$ cat config.mk
export PLATFORM = sky130hd
export DESIGN_NAME = uart_rx_fifo
export DESIGN_NICKNAME = d
export VERILOG_FILES = /design/src/rtl/uart_pkg.sv /design/src/rtl/uart_fifo.sv /design/src/rtl/uart_rx_fifo.sv
export SDC_FILE = /design/constraint.sdc
export NUM_CORES = 1
export LEC_CHECK = 0
export ABC_AREA = 1
export ABC_CLOCK_PERIOD_IN_PS = 3300
export BUFFER_PORTS_ARGS = -buffer_cell sky130_fd_sc_hd__buf_2
export CORE_MARGIN = 4
export CORE_UTILIZATION = 25
export CTS_BUF_LIST = sky130_fd_sc_hd__clkbuf_4 sky130_fd_sc_hd__clkbuf_8
export CTS_CLUSTER_DIAMETER = 100
export DETAILED_ROUTE_END_ITERATION = 8
export PLACE_DENSITY = 0.47
export SLEW_MARGIN = 40
export SYNTH_ARGS = -nofsm -noshare
export SYNTH_HDL_FRONTEND = slang
export SYNTH_SLANG_ARGS = --single-unit
$ cat constraint.sdc
create_clock -name clk -period 3.3 [get_ports clk]
set_clock_uncertainty 0.15 [all_clocks]
set_input_delay 0.33 -clock clk [delete_from_list [all_inputs] [get_ports clk]]
set_output_delay 0.33 -clock clk [all_outputs]
set_load 0.02 [all_outputs]
$ cat src/rtl/uart_pkg.sv
// Shared types for the UART receive path: frame formats, receiver states and FIFO entries.
package uart_pkg;

    typedef enum logic [1:0] {PAR_NONE, PAR_EVEN, PAR_ODD} parity_t;

    typedef enum logic [2:0] {IDLE, START, DATA, PARITY, STOP, BREAK} rx_state_t;

    typedef struct packed {
        logic       perr;
        logic       ferr;
        logic [7:0] data;
    } rx_entry_t;

    // Unused data bits are held at zero, so reducing over all 8 bits is safe.
    function automatic logic parity_err(input logic [7:0] data, input logic sample,
                                        input parity_t mode);
        return (^data ^ sample) != (mode == PAR_ODD);
    endfunction

endpackage

$ cat src/rtl/uart_fifo.sv
// Synchronous first-word-fall-through FIFO with occupancy count; shared by the RX and TX paths.
module uart_fifo #(
    parameter int WIDTH = 10,
    parameter int DEPTH = 16
) (
    input  logic                       clk,
    input  logic                       rst,
    input  logic                       push,
    input  logic [WIDTH-1:0]           wr_data,
    input  logic                       pop,
    output logic [WIDTH-1:0]           rd_data,
    output logic                       full,
    output logic                       empty,
    output logic [$clog2(DEPTH+1)-1:0] count
);
    localparam int AW = $clog2(DEPTH);
    localparam int CW = $clog2(DEPTH + 1);

    logic [WIDTH-1:0] mem [DEPTH];
    logic [AW-1:0]    wr_ptr_reg, rd_ptr_reg;
    logic [CW-1:0]    count_reg;
    logic             do_push, do_pop;

    assign empty   = (count_reg == '0);
    assign full    = (count_reg == CW'(DEPTH));
    assign do_pop  = pop & ~empty;
    // A simultaneous pop frees a slot, so a full FIFO can still accept the push.
    assign do_push = push & (~full | do_pop);
    assign count   = count_reg;
    assign rd_data = empty ? '0 : mem[rd_ptr_reg];

    always_ff @(posedge clk) begin
        if (do_push)
            mem[wr_ptr_reg] <= wr_data;
    end

    always_ff @(posedge clk or posedge rst) begin
        if (rst) begin
            wr_ptr_reg <= '0;
            rd_ptr_reg <= '0;
            count_reg  <= '0;
        end else begin
            if (do_push)
                wr_ptr_reg <= wr_ptr_reg + 1'b1;
            if (do_pop)
                rd_ptr_reg <= rd_ptr_reg + 1'b1;
            case ({do_push, do_pop})
                2'b10:   count_reg <= count_reg + 1'b1;
                2'b01:   count_reg <= count_reg - 1'b1;
                default: count_reg <= count_reg;
            endcase
        end
    end

endmodule

$ cat src/rtl/uart_rx_fifo.sv
// Parametrised UART receiver: 2-flop synchroniser, mid-bit sampling FSM, per-byte error flags
// and a FWFT receive FIFO drained through valid/ready.
module uart_rx_fifo import uart_pkg::*; #(
    parameter int BIT_PERIOD = 4,
    parameter int DATA_BITS  = 8,
    parameter int PARITY     = 0,
    parameter int STOP_BITS  = 1,
    parameter int FIFO_DEPTH = 16
) (
    input  logic                            clk,
    input  logic                            rst,
    input  logic                            in,
    output logic [7:0]                      out,
    output logic                            out_perr,
    output logic                            out_ferr,
    output logic                            valid,
    input  logic                            ready,
    output logic [$clog2(FIFO_DEPTH+1)-1:0] count,
    output logic                            overrun,
    input  logic                            clr_overrun
);
    localparam int            HALF     = BIT_PERIOD / 2;
    localparam int            TW       = $clog2(BIT_PERIOD) + 1;
    localparam logic [TW-1:0] T_HALF   = TW'(HALF - 1);
    localparam logic [TW-1:0] T_BIT    = TW'(BIT_PERIOD - 1);
    localparam logic [2:0]    B_LAST   = 3'(DATA_BITS - 1);
    localparam logic          S_LAST   = 1'(STOP_BITS - 1);
    localparam parity_t       PAR_MODE = parity_t'(PARITY);

    logic          sync1_reg, rx_s_reg;
    rx_state_t     state_reg;
    logic [TW-1:0] timer_reg;
    logic [2:0]    bit_reg;
    logic          stop_reg;
    logic [7:0]    data_reg;
    logic          perr_reg, ferr_reg;
    logic          overrun_reg;

    logic          tick, push, full, empty, drop;
    rx_entry_t     push_entry, head;

    assign tick = (state_reg == START) ? (timer_reg == T_HALF) : (timer_reg == T_BIT);
    // The entry is pushed in the cycle of the last stop sample, so that sample is folded in here.
    assign push = (state_reg == STOP) && tick && (stop_reg == S_LAST);
    assign push_entry = '{perr: perr_reg, ferr: ferr_reg | ~rx_s_reg, data: data_reg};
    assign drop = push & full & ~(ready & ~empty);

    always_ff @(posedge clk or posedge rst) begin
        if (rst) begin
            sync1_reg <= 1'b1;
            rx_s_reg  <= 1'b1;
            state_reg <= IDLE;
            timer_reg <= '0;
            bit_reg   <= '0;
            stop_reg  <= 1'b0;
            data_reg  <= '0;
            perr_reg  <= 1'b0;
            ferr_reg  <= 1'b0;
        end else begin
            sync1_reg <= in;
            rx_s_reg  <= sync1_reg;
            if (state_reg != IDLE && state_reg != BREAK)
                timer_reg <= tick ? '0 : timer_reg + 1'b1;
            case (state_reg)
                IDLE: begin
                    timer_reg <= '0;
                    if (!rx_s_reg)
                        state_reg <= START;
                end
                START: if (tick) begin
                    if (rx_s_reg) begin
                        state_reg <= IDLE;
                    end else begin
                        state_reg <= DATA;
                        bit_reg   <= '0;
                        data_reg  <= '0;
                        perr_reg  <= 1'b0;
                        ferr_reg  <= 1'b0;
                    end
                end
                DATA: if (tick) begin
                    data_reg[bit_reg] <= rx_s_reg;
                    if (bit_reg == B_LAST) begin
                        state_reg <= (PARITY != 0) ? uart_pkg::PARITY : STOP;
                        stop_reg  <= 1'b0;
                    end else begin
                        bit_reg <= bit_reg + 1'b1;
                    end
                end
                uart_pkg::PARITY: if (tick) begin
                    perr_reg  <= parity_err(data_reg, rx_s_reg, PAR_MODE);
                    state_reg <= STOP;
                    stop_reg  <= 1'b0;
                end
                STOP: if (tick) begin
                    if (!rx_s_reg)
                        ferr_reg <= 1'b1;
                    if (stop_reg == S_LAST)
                        state_reg <= (ferr_reg | ~rx_s_reg) ? BREAK : IDLE;
                    else
                        stop_reg <= 1'b1;
                end
                BREAK: if (rx_s_reg)
                    state_reg <= IDLE;
                default: state_reg <= IDLE;
            endcase
        end
    end

    always_ff @(posedge clk or posedge rst) begin
        if (rst)
            overrun_reg <= 1'b0;
        else if (drop)
            overrun_reg <= 1'b1;
        else if (clr_overrun)
            overrun_reg <= 1'b0;
    end

    uart_fifo #(
        .WIDTH($bits(rx_entry_t)),
        .DEPTH(FIFO_DEPTH)
    ) u_fifo (
        .clk     (clk),
        .rst     (rst),
        .push    (push),
        .wr_data (push_entry),
        .pop     (ready),
        .rd_data (head),
        .full    (full),
        .empty   (empty),
        .count   (count)
    );

    assign out      = head.data;
    assign out_perr = head.perr;
    assign out_ferr = head.ferr;
    assign valid    = ~empty;
    assign overrun  = overrun_reg;

endmodule

==> summary.md, run 1 <==
| Metric | Value |
|---|---|
| CP required | `around 2.8 ns` |
| Initial antenna violation count | `0` |
| Via Count | `5,983` |
| Hold path cells | `0` |
| Row count | `68` |
| Total Nets Final | `912` |
| Post-Route WL | `approximately 22,000 um` |
| Clock tree buffer depth | `2` |
| Synth-to-Final Area Change | `14.6%` |
| Count leader, synth | `nand2_1` |
| CP max FO | `22` |
| #FFs+latches synth | `roughly 200` |
| Design Power | `~7.6 mW` |
| # Max-Cap Violations | `0` |
| Starting density of the core | `0.253` |
| Initial drt markers | `424` |
| Post-synth cell types | `37` |
| CTS Buf Count | `17` |
| Final non-filler cell total | `1,364` |
| Syn_nets | `876` |
| EDFF count, synth | `160` |
| Final core occ | `0.289` |
| Via/cell ratio | `4.39` |
| Io pins | `22` |
| DRC violations left | `0` |
| Final global-route overflow total | `0` |
| Clock-pin slew on the worst setup and hold paths | `0.11 ns` |
| Hold_sp | `sync1_reg` |
| Beginning of the worst register-to-register path | `u_fifo.count[2]` |
| Drt wl/cell | `16.1 um` |
| Hold Path Class | `reg2reg` |
| Inst Count DP | `~1.3k` |
| Yosys warning count | `0` |
| Synth async-reset ratio | `0.179` |
| RSZ-0062 raised after global routing | `false` |
| Max Slew Vio Count | `0` |
| Netlist Area Pre-Place | `8700 sq um` |
| DIE WIDTH | `195 um` |
| Worst Path Arrival | `2.52 ns` |
| F_max | `334 MHz` |
| Syn avg cell area | `a little over 10 sq um` |
| Top-area cell type share of the netlist area | `0.552` |
| Port bufs | `21` |
| Pre-antenna DRT Iters | `4` |
| Total negative slack | `0 ns` |
| Pin count of the biggest net entering global routing | `83` |
| Period minus WS final | `between 2 and 3 ns` |
| VDD IR-drop max | `about 0.4 mV` |
| Reg2reg path depth | `13` |
| Clock sink total | `195` |
| Most used DFF post-synth | `edfxtp_1` |
| Min-Delay Endpoint | `rx_s_reg` |
| Root Buffer | `clkbuf_8` |
| Die H | `just under 200 um` |
| # resized after CTS | `0` |
| Reg2Reg Setup Slack | `0.51 ns` |
| Fin crit share | `0.908` |
| Diodes inserted | `0` |
| GRT Overall Usage | `0.118` |
| P_leak | `4.05 nW` |
| Power per cell area | `763 nW/um^2` |
| CTS tree | `done` |
| Vias in the first global route | `5,937` |
| Slew HR | `0.507` |
| Worst-Margin Slew | `around 0.74 ns` |
| Clock latency on the worst-skew pair | `0.47 ns` |
| Final setup fails | `0` |
| First-pass GRT wire length | `roughly 35,000 um` |
| Kind of critical path | `reg2out` |
| DP HPWL | `13,700 um` |
| FF-to-FF End | `u_fifo.count[4]` |
| Largest cells by area after synthesis | `edfxtp_1, nand2_1, dfrtp_1, nand3_1, inv_1` |
| Top cells by count, synth | `nand2_1, edfxtp_1, nand3_1` |
| Post-synthesis sequential area ratio | `0.653` |
| Core ar. | `34,500 sq um` |
| Critical path launch point type | `register` |
| CP Capture Type | `output port` |
| CTS H-Tree Depth | `4` |
| Fin. Hold Viols | `0` |
| Leading area contributor after synthesis | `edfxtp_1` |
| Status | `complete, no violations` |
| Synth Instances | `860` |
| Max reg flops | `160` |
| Die area | `~38,000 sq um` |
| DRT antenna net count | `0` |
| GP Congestion | `just under 0.8` |
| Share of post-route cells with drive strength above 1 | `0.117` |
## kinds of logic after synthesis
family                     synth area share
DFF                                   0.653
and+or+nand+nor                       0.254
buffers and inverters                0.0430
AOI/OAI and AO/OA                    0.0250
xor gates and xnor gates            0.00906
adders and majority gates            0.0158
## worst max path at each step
stage	start	end	slack, ns	cells after the start
2_1_floorplan	u_fifo.count[2]	u_fifo.count[4]	0.79	18
3_3_place_gp	state_reg[2]	u_fifo.count[4]	0.62	17
3_5_place_dp	u_fifo.count[2]	u_fifo.count[4]	0.53	13
4_1_cts	u_fifo.rd_ptr_reg[1]	out[4]	0.26	8
5_1_grt	u_fifo.rd_ptr_reg[1]	out_ferr	0.11	8
6_report	u_fifo.rd_ptr_reg[1]	out[4]	0.30	8
## per-stage QoR
stage	hold slack [ns]	setup slack [ns]	cell area, sq um
after floorplan	0.184	0.790	8700
after global placement	0.195	0.625	9500
after detailed placement	0.199	0.535	9500
after CTS	0.216	0.261	9970
after global routing	0.217	0.111	9970
final	0.214	0.304	9970
## power breakdown
part	internal [mW]	total [mW]	leakage (nW)	switching, mW
clock	0.795	1.70	0.213	0.907
combinational	0.887	2.88	1.77	1.99
sequential	2.81	3.03	2.06	0.223
total	4.49	7.61	4.05	3.13
## critical path, cell delays in order (launching register included)
cell and delay (ns):
dfrtp_1 0.71, inv_1 0.18, buf_4 0.28, nand3_1 0.14
nand3_1 0.08, nand2_1 0.13, nand2_1 0.06, a21oi_1 0.24
buf_2 0.21
## routing by layer
layer	part of all wire	wire length, um	global-route usage	up-vias
met3	0.028	617	0.0217	19
met2	0.48	10600	0.192	86
met5	0	0	0	-
met4	0.018	394	0.0362	0
li1	-	-	-	2975
met1	0.47	10400	0.160	2903
## final cells by class
cell class                      instances  area (sq um)
Clock inverter                         14           188
Clock buffer                           18           248
Sequential cell                       195          5690
Timing Repair Buffer                   59           450
Fill cell                            3641         24500
Tap cell                              455           569
Multi-Input combinational cell        574          2640
Inverter                               49           189
## cells in the final DEF, fill, tap and decap left out, types with 4 or more instances in the layout
cell / n
nand4_1: 15
clkbuf_8: 18
buf_4: 30
buf_2: 21
xor2_1: 6
nor2_1: 39
dfrtp_1: 31
dlygate4sd3_1: 4
edfxtp_1: 160
nand3_1: 137
nand2_1: 306
inv_6: 5
buf_12: 4
nor3_1: 5
o21ai_0: 19
ha_1: 11
a21oi_1: 15
inv_1: 45
## what timing repair did
item,in CTS,in global routing
hold buffers,4,0
setup buffers,0,0
endpoints found under the hold margin,18,0
Power figures use the tool's default switching activity.
==> run 2, diff against run 1 <==
--- a/config.mk
+++ b/config.mk
@@ -9,11 +9,11 @@
 export ABC_CLOCK_PERIOD_IN_PS = 3300
 export BUFFER_PORTS_ARGS = -buffer_cell sky130_fd_sc_hd__buf_2
 export CORE_MARGIN = 4
-export CORE_UTILIZATION = 25
+export CORE_UTILIZATION = 65
 export CTS_BUF_LIST = sky130_fd_sc_hd__clkbuf_4 sky130_fd_sc_hd__clkbuf_8
 export CTS_CLUSTER_DIAMETER = 100
 export DETAILED_ROUTE_END_ITERATION = 8
-export PLACE_DENSITY = 0.47
+export PLACE_DENSITY = 0.9
 export SLEW_MARGIN = 40
 export SYNTH_ARGS = -nofsm -noshare
 export SYNTH_HDL_FRONTEND = slang
==> run 2 against run 1 <==
  * Worst hold slack worse by 0.13 ns
  * Register-to-register slack got worse by 0.05 ns
  * Core utilization up 43 points
  * Wire length fell by 7.9%
  * Via count rose by 7.6%
  * Die area shrank 60%
  * Critical path type is now reg2reg
  * Highest routed layer unchanged
==> summary.md, run 2 (synthesized netlist as in run 1, its figures left out) <==
| Metric | Value |
|---|---|
| DRT antenna net count | `0 (unchanged)` |
| Max reg flops | `160 (unchanged)` |
| Core ar. | `13,200 sq um (-62%)` |
| Status | `complete, no violations` |
| CTS H-Tree Depth | `4 (unchanged)` |
| Worst-Margin Slew | `0.843 ns (+0.103 ns)` |
| Initial drt markers | `820 (+93%)` |
| Post-Route WL | `20,300 um (-7.9%)` |
| Gate power share | `0.374 (-0.004)` |
| CP delay by family, top | `simple AND/OR/NAND/NOR gates` |
| CTS tree | `done` |
| GP Congestion | `0.897 (+14%)` |
| Final core occ | `0.723 (+0.433)` |
| Final setup fails | `0 (unchanged)` |
| Buffers plus inverters on the worst setup path | `0 (-3)` |
| Area of the multi-input gates | `2650 sq um (+0.19%)` |
| DRC violations left | `0 (unchanged)` |
| # Max-Cap Violations | `0 (unchanged)` |
| Clock tree buffer depth | `2 (unchanged)` |
| DIE WIDTH | `124 um (-36%)` |
| Share of post-route cells with drive strength above 1 | `0.106 (-0.0108)` |
| CP max FO | `11 (-50%)` |
| Clk pwr share | `0.225 (about the same)` |
| Crit-path max cell delay | `0.44 ns (-0.27 ns)` |
| Critical path launch point type | `register` |
| Reg area | `5680 sq um (about the same)` |
| Most frequent CP cell | `nand2_1` |
| Clock latency on the worst-skew pair | `0.46 ns (about the same)` |
| Die area | `15,300 sq um (-60%)` |
| Fin. Hold Viols | `0 (unchanged)` |
| Setup WS post-layout | `0.455 ns (+0.152 ns)` |
| Io pins | `22 (unchanged)` |
| CP Capture Type | `register` |
| Final global-route overflow total | `0 (unchanged)` |
| Power per cell area | `792 nW/um^2 (+3.8%)` |
| Clock sink total | `195 (unchanged)` |
| Fill cell count | `867 (-76%)` |
| Critical path's slowest cell | `dfrtp_1` |
| Kind of critical path | `reg2reg` |
| GRT Overall Usage | `0.285 (+0.168)` |
| Post-CTS setup buffer count | `0 (unchanged)` |
| Drt wl/cell | `18.9 um (+17%)` |
| Row count | `42 (-38%)` |
| Total negative slack | `0 ns (unchanged)` |
| Starting density of the core | `0.660 (+0.407)` |
| WP depth | `14 (+6)` |
| Port bufs | `21 (unchanged)` |
| Net Sw Power | `2.97 mW (-4.9%)` |
| CTS Buf Count | `17 (unchanged)` |
| Reg power frac | `0.401 (+0.003)` |
| Reg2reg path depth | `14 (+1)` |
| VDD IR-drop max | `0.692 mV (+73%)` |
| Via/cell ratio | `5.99 (+37%)` |
| DP HPWL | `12,700 um (-6.9%)` |
| Root Buffer | `clkbuf_8` |
| Most frequent cells in the layout | `nand2_1, edfxtp_1, nand3_1` |
| Die H | `124 um (-36%)` |
| Clock-pin slew on the worst setup and hold paths | `0.09 ns (-0.02 ns)` |
| P_leak | `3.99 nW (-1.3%)` |
| Diodes inserted | `0 (unchanged)` |
| Total Nets Final | `901 (-1.2%)` |
| Synth-to-Final Area Change | `9.53%` |
| RSZ-0062 raised after global routing | `false` |
| First-pass GRT wire length | `32,300 um (-7.1%)` |
| CP required | `3.55 ns (+0.73 ns)` |
| Via Count | `6,438 (+7.6%)` |
| F_max | `352 MHz (+5.3%)` |
| Pre-CTS setup slack | `0.550 ns (+0.0146 ns)` |
| Commonest non-fill, non-tap cell in the layout | `nand2_1` |
| Int Pwr | `4.58 mW (+2.0%)` |
| Vias in the first global route | `6,324 (+6.5%)` |
| CP cell instances | `nor2_1, nand4_1, nand3_4, ha_1, xor2_1, ha_1, nor2_1, nor2_1, nand2_1, nand2_1, nand2_1, nand2_1, nand2_1, nand2_1` |
| Fin crit share | `0.862 (-0.0460)` |
| Max Slew Vio Count | `0 (unchanged)` |
| Slew HR | `0.438 (-0.0689)` |
| Hold Path Class | `in2reg` |
| Period minus WS final | `2.84 ns (-0.152 ns)` |
| Initial antenna violation count | `0 (unchanged)` |
| Sw frac | `0.393 (-0.0170)` |
| Hold path cells | `3 (+3)` |
| Pin count of the biggest net entering global routing | `83 (unchanged)` |
| Pre-antenna DRT Iters | `5 (+1)` |
| Worst Path Arrival | `3.10 ns (+0.58 ns)` |
| Design Power | `7.55 mW (-0.82%)` |
[run 2: cell types whose count changed in the layout (fill, tap and decap cells not counted), sizes merged]
cell	previous run	this run
dlygate4sd3	4	3
clkinv	1	6
clkinvlp	3	1
bufinv	3	5
inv	56	48
clkbuf	18	21
buf	55	45
[run 2: cell type report]
| class | count | share of cell area |
|---|---|---|
| clock buffer | 21 | 0.0277 |
| clock inverter | 11 | 0.0193 |
| inverter | 49 | 0.0198 |
| multi-input combinational | 574 | 0.278 |
| sequential | 195 | 0.596 |
| tap | 176 | 0.0231 |
| timing repair buffer | 48 | 0.0357 |
[run 2: layer usage]
layer / GRT usage / share of wire / vias to the layer above
met5: 0 / 0 / -
met4: 0.164 / 0.049 / 0
met3: 0.0527 / 0.094 / 78
met2: 0.463 / 0.48 / 398
met1: 0.363 / 0.37 / 3007
li1: - / - / 2955
[run 2: what timing repair did]
action                                  4_1_cts  5_1_grt
hold buffers                                  3        0
gates resized for setup                       0        0
endpoints found under the setup margin        0        0
endpoints found under the hold margin        19        0
[run 2: stage by stage]
| stage | hold slack (ns) | cells | area, sq um |
|---|---|---|---|
| 6_report | 0.0854 | 1074 | 9530 |
| 5_1_grt | 0.0690 | 1074 | 9530 |
| 4_1_cts | 0.0547 | 1074 | 9530 |
| 3_5_place_dp | 0.202 | 1039 | 9050 |
| 3_3_place_gp | 0.196 | 1039 | 9050 |
| 2_1_floorplan | 0.184 | 860 | 8700 |
[run 2: path summary, 6_finish.rpt]
| check | startpoint | to | slack (ns) |
|---|---|---|---|
| max | u_fifo.count[2] | u_fifo.count[4] | 0.46 |
| min in group asynchronous | rst | u_fifo.count[0] | 0.39 |
| max in group asynchronous | rst | u_fifo.rd_ptr_reg[0] | 1.88 |
| min reg2reg | sync1_reg | rx_s_reg | 0.21 |
| min | ready | u_fifo.rd_ptr_reg[0] | 0.09 |
| max reg2reg | u_fifo.count[2] | u_fifo.count[4] | 0.46 |
[run 2: worst reg2reg max path, delay by kind of cell, from the launching register on]
kind,cells,cell delay (ns)
xor gates and xnor gates,1,0.24
DFF,1,0.44
and+or+nand+nor,11,1.41
adders and majority gates,2,0.55
[run 2: power groups by stage]
stage | Combinational [mW] | Clock, mW | Sequential (mW)
global placement | 2.63 | 0 | 3.05
floorplan | 1.97 | 0 | 3.02
global route | 3.09 | 1.82 | 3.05
detailed placement | 2.75 | 0 | 3.07
CTS | 2.79 | 1.72 | 3.02
finish | 2.82 | 1.70 | 3.03
==> run 3, diff against run 2 <==
--- a/config.mk
+++ b/config.mk
@@ -5,11 +5,13 @@
 export SDC_FILE = /design/constraint.sdc
 export NUM_CORES = 1
 export LEC_CHECK = 0
-export ABC_AREA = 1
 export ABC_CLOCK_PERIOD_IN_PS = 3300
 export BUFFER_PORTS_ARGS = -buffer_cell sky130_fd_sc_hd__buf_2
+export CAP_MARGIN = 20
+export CELL_PAD_IN_SITES_DETAIL_PLACEMENT = 0
+export CELL_PAD_IN_SITES_GLOBAL_PLACEMENT = 1
 export CORE_MARGIN = 4
-export CORE_UTILIZATION = 65
+export CORE_UTILIZATION = 56
 export CTS_BUF_LIST = sky130_fd_sc_hd__clkbuf_4 sky130_fd_sc_hd__clkbuf_8
 export CTS_CLUSTER_DIAMETER = 100
 export DETAILED_ROUTE_END_ITERATION = 8
==> run 3 against run 2 <==
  * First-iteration DRC count fell by 36%
  * Critical path depth down 9
  * Power down 14%
  * Clock power down 14%
  * Flip-flop and latch count is the same
  * Wire length fell by 23%
  * Design area is 5.2% lower
  * Non-clock buffer count unchanged
  * Core utilization is 9.9 points lower
  * Cell count shrank 32%
  * Sequential power hardly changed
  * Critical endpoint is now out_ferr
  * Largest power group unchanged
  * Highest routed layer unchanged
==> summary.md, run 3 <==
| Metric | Value |
|---|---|
| Fin Hold WS | `0.0284 ns (-0.0570 ns)` |
| Crit-path max cell delay | `0.63 ns (+0.19 ns)` |
| Initial antenna violation count | `0 (unchanged)` |
| Via Count | `4,491 (-30%)` |
| #FFs+latches synth | `195 (unchanged)` |
| Syn avg cell area | `16.5 sq um (+63%)` |
| P_leak | `3.05 nW (-24%)` |
| DRT antenna net count | `0 (unchanged)` |
| Drt wl/cell | `21.4 um (+13%)` |
| GRT Overall Usage | `0.199 (-0.0860)` |
| EDFF count, synth | `160 (unchanged)` |
| Setup WS post-layout | `0.348 ns (-0.107 ns)` |
| RSZ-0062 raised after global routing | `false` |
| Diodes inserted | `0 (unchanged)` |
| Sw frac | `0.337 (-0.0560)` |
| Period minus WS final | `2.95 ns (+0.107 ns)` |
| Fin crit share | `0.894 (+0.0324)` |
| Critical path's slowest cell | `dfrtp_2` |
| Clock-pin slew on the worst setup and hold paths | `0.09 ns (about the same)` |
| Kind of critical path | `reg2out` |
| Post-CTS setup buffer count | `0 (unchanged)` |
| F_max | `339 MHz (-3.6%)` |
| # Max-Cap Violations | `0 (unchanged)` |
| Max reg flops | `160 (unchanged)` |
| CP required | `2.82 ns (-0.73 ns)` |
| Net Sw Power | `2.18 mW (-27%)` |
| Core ar. | `14,500 sq um (+9.8%)` |
| Complex-gate fraction of the synthesized area | `0.0728 (+0.0477)` |
| CTS tree | `done` |
| Starting density of the core | `0.568 (-0.0920)` |
| Worst Path Arrival | `2.47 ns (-0.63 ns)` |
| Fill cell count | `980 (+13%)` |
| Most used DFF post-synth | `edfxtp_1` |
| Inst Count DP | `695 (-33%)` |
| Final non-filler cell total | `730 (-32%)` |
| Share of post-route cells with drive strength above 1 | `0.229 (+0.123)` |
| Total Nets Final | `549 (-39%)` |
| Io pins | `22 (unchanged)` |
| Top-area cell type share of the netlist area | `0.585 (+0.0324)` |
| Pin count of the biggest net entering global routing | `43 (-48%)` |
| Status | `complete, no violations` |
| Synth async-reset ratio | `0.179 (unchanged)` |
| CP Capture Type | `output port` |
| Pre-CTS setup slack | `0.497 ns (-0.0529 ns)` |
| Largest family of logic cells by synthesized area | `multiplexers` |
| Adder-cell share of the synthesized area | `0.0167 (+0.000927)` |
| Post-Route WL | `15,600 um (-23%)` |
| Multiplexer area fraction after synthesis | `0.115 (+0.115)` |
| Fin. Hold Viols | `0 (unchanged)` |
| Final global-route overflow total | `0 (unchanged)` |
| Top cells by count, synth | `edfxtp_1, mux4_2, dfrtp_1` |
| Hold Path Class | `in2reg` |
| Root Buffer | `clkbuf_8` |
| Gate power share | `0.300 (-0.074)` |
| Yosys warning count | `0 (unchanged)` |
| Syn_nets | `515 (-41%)` |
| DP HPWL | `9910 um (-22%)` |
| Int Pwr | `4.29 mW (-6.4%)` |
| DRC violations left | `0 (unchanged)` |
| First-pass GRT wire length | `24,700 um (-23%)` |
| Slew HR | `0.470 (+0.0316)` |
| CTS H-Tree Depth | `4 (unchanged)` |
| Clk pwr share | `0.228 (+0.003)` |
| Post-synthesis sequential area ratio | `0.691 (+0.0383)` |
| Post-synth cell types | `48 (+30%)` |
| Simple-gate area share of the yosys netlist | `0.0583 (-0.196)` |
| Clock latency on the worst-skew pair | `0.46 ns (about the same)` |
| CP startpoint | `u_fifo.rd_ptr_reg[0]` |
| Count leader, synth | `edfxtp_1` |
| Initial drt markers | `528 (-36%)` |
| Reg power frac | `0.472 (+0.071)` |
| Critical path launch point type | `register` |
| Synth-to-Final Area Change | `9.91%` |
| Final core occ | `0.624 (-0.0986)` |
| Via/cell ratio | `6.15 (+2.6%)` |
| Final setup fails | `0 (unchanged)` |
| Max Slew Vio Count | `0 (unchanged)` |
| Vias in the first global route | `4,521 (-29%)` |
| Die H | `129 um (+4.4%)` |
| Row count | `44 (+4.8%)` |
| CTS Buf Count | `17 (unchanged)` |
| Beginning of the worst register-to-register path | `timer_reg[2]` |
| Port bufs | `21 (unchanged)` |
| Power per cell area | `716 nW/um^2 (-9.6%)` |
| Hold_sp | `ready` |
| Xor/xnor share of the synthesized area | `0.0234 (+0.0144)` |
| Leading area contributor after synthesis | `edfxtp_1` |
| Largest cells by area after synthesis | `edfxtp_1, mux4_2, dfrtp_1, a22oi_1, xnor2_1` |
| Synth Instances | `499 (-42%)` |
| Clock sink total | `195 (unchanged)` |
| CP cell instances | `buf_4, mux4_2, a22oi_1, a21oi_1, buf_2` |
| Clock tree buffer depth | `2 (unchanged)` |
| Commonest non-fill, non-tap cell in the layout | `edfxtp_1` |
| VDD IR-drop max | `0.503 mV (-27%)` |
| GP Congestion | `0.832 (-7.2%)` |
| Pre-antenna DRT Iters | `4 (-1)` |
| Most frequent cells in the layout | `edfxtp_1, mux4_2, dfrtp_1` |
| Cts hold-fix bufs | `3 (unchanged)` |
| Worst-Margin Slew | `0.794 ns (-0.0490 ns)` |
| Netlist Area Pre-Place | `8220 sq um (-5.5%)` |
| Die area | `16,700 sq um (+9.0%)` |
| CP max FO | `12 (+1)` |
| Total negative slack | `0 ns (unchanged)` |
| DIE WIDTH | `129 um (+4.4%)` |
| # resized after CTS | `0 (unchanged)` |
[run 3: cell count changes after synthesis, sizes merged, moves of 7 or more]
| cell | previous run | this run |
|---|---|---|
| clkbuf | 26 | 19 |
| mux4 | 0 | 40 |
| nor2 | 41 | 26 |
| nor2b | 0 | 11 |
| nand2b | 0 | 9 |
| nand4 | 15 | 2 |
| nand3 | 140 | 0 |
| nand2 | 309 | 24 |
| xnor2 | 3 | 16 |
| a22oi | 1 | 23 |
| inv | 48 | 10 |
[run 3: worst paths after layout]
path	endpoint	slack [ns]	cells after the start
max in group asynchronous	u_fifo.rd_ptr_reg[0]	2.29	4
max	out_ferr	0.35	5
min reg2reg	rx_s_reg	0.21	0
max reg2reg	u_fifo.count[2]	0.44	11
min	overrun	0.03	3
min in group asynchronous	timer_reg[0]	0.36	4
[run 3: cell type report]
type	count	area [sq um]	area share
well taps	184	230	0.0255
multi-input cells	261	2350	0.261
clock buffers	18	241	0.0267
inverters	10	37.5	0.00416
clock inverters	14	146	0.0162
repair buffers	48	340	0.0377
flip-flops and latches	195	5680	0.629
[run 3: power groups by stage]
stage / combinational [mW] / clock, mW / sequential (mW)
global route: 2.12 / 1.61 / 3.09
detailed placement: 1.94 / 0 / 3.11
CTS: 1.96 / 1.50 / 3.05
global placement: 1.90 / 0 / 3.09
floorplan: 1.52 / 0 / 2.99
finish: 1.94 / 1.47 / 3.05
[run 3: cell families after synthesis]
logic type      after synthesis
mux                          44
compound gates               92
simple gates                 92
fa+ha+maj                    11
buf+inv                      43
xor+xnor                     22
flops                       195
[run 3: through the flow]
stage	instance area [sq um]	power (mW)
after floorplan	8220	4.51
after global placement	8610	4.99
after detailed placement	8610	5.05
after CTS	9030	6.50
after global routing	9030	6.82
final	9030	6.47
[run 3: worst max-delay path, delay by kind of cell, from the launching register on]
kind	cells	cell delay, ns
muxes	1	0.58
AOI/OAI and AO/OA	2	0.33
buffers and inverters	2	0.47
DFF	1	0.63
[run 3: per-layer routing]
| metal | wire [um] | global-route usage | vias to the layer above |
|---|---|---|---|
| met5 | 0 | 0 | - |
| met4 | 288 | 0.0667 | 0 |
| met3 | 777 | 0.0416 | 24 |
| met2 | 8080 | 0.323 | 151 |
| met1 | 6470 | 0.274 | 2294 |
| li1 | - | - | 2022 |
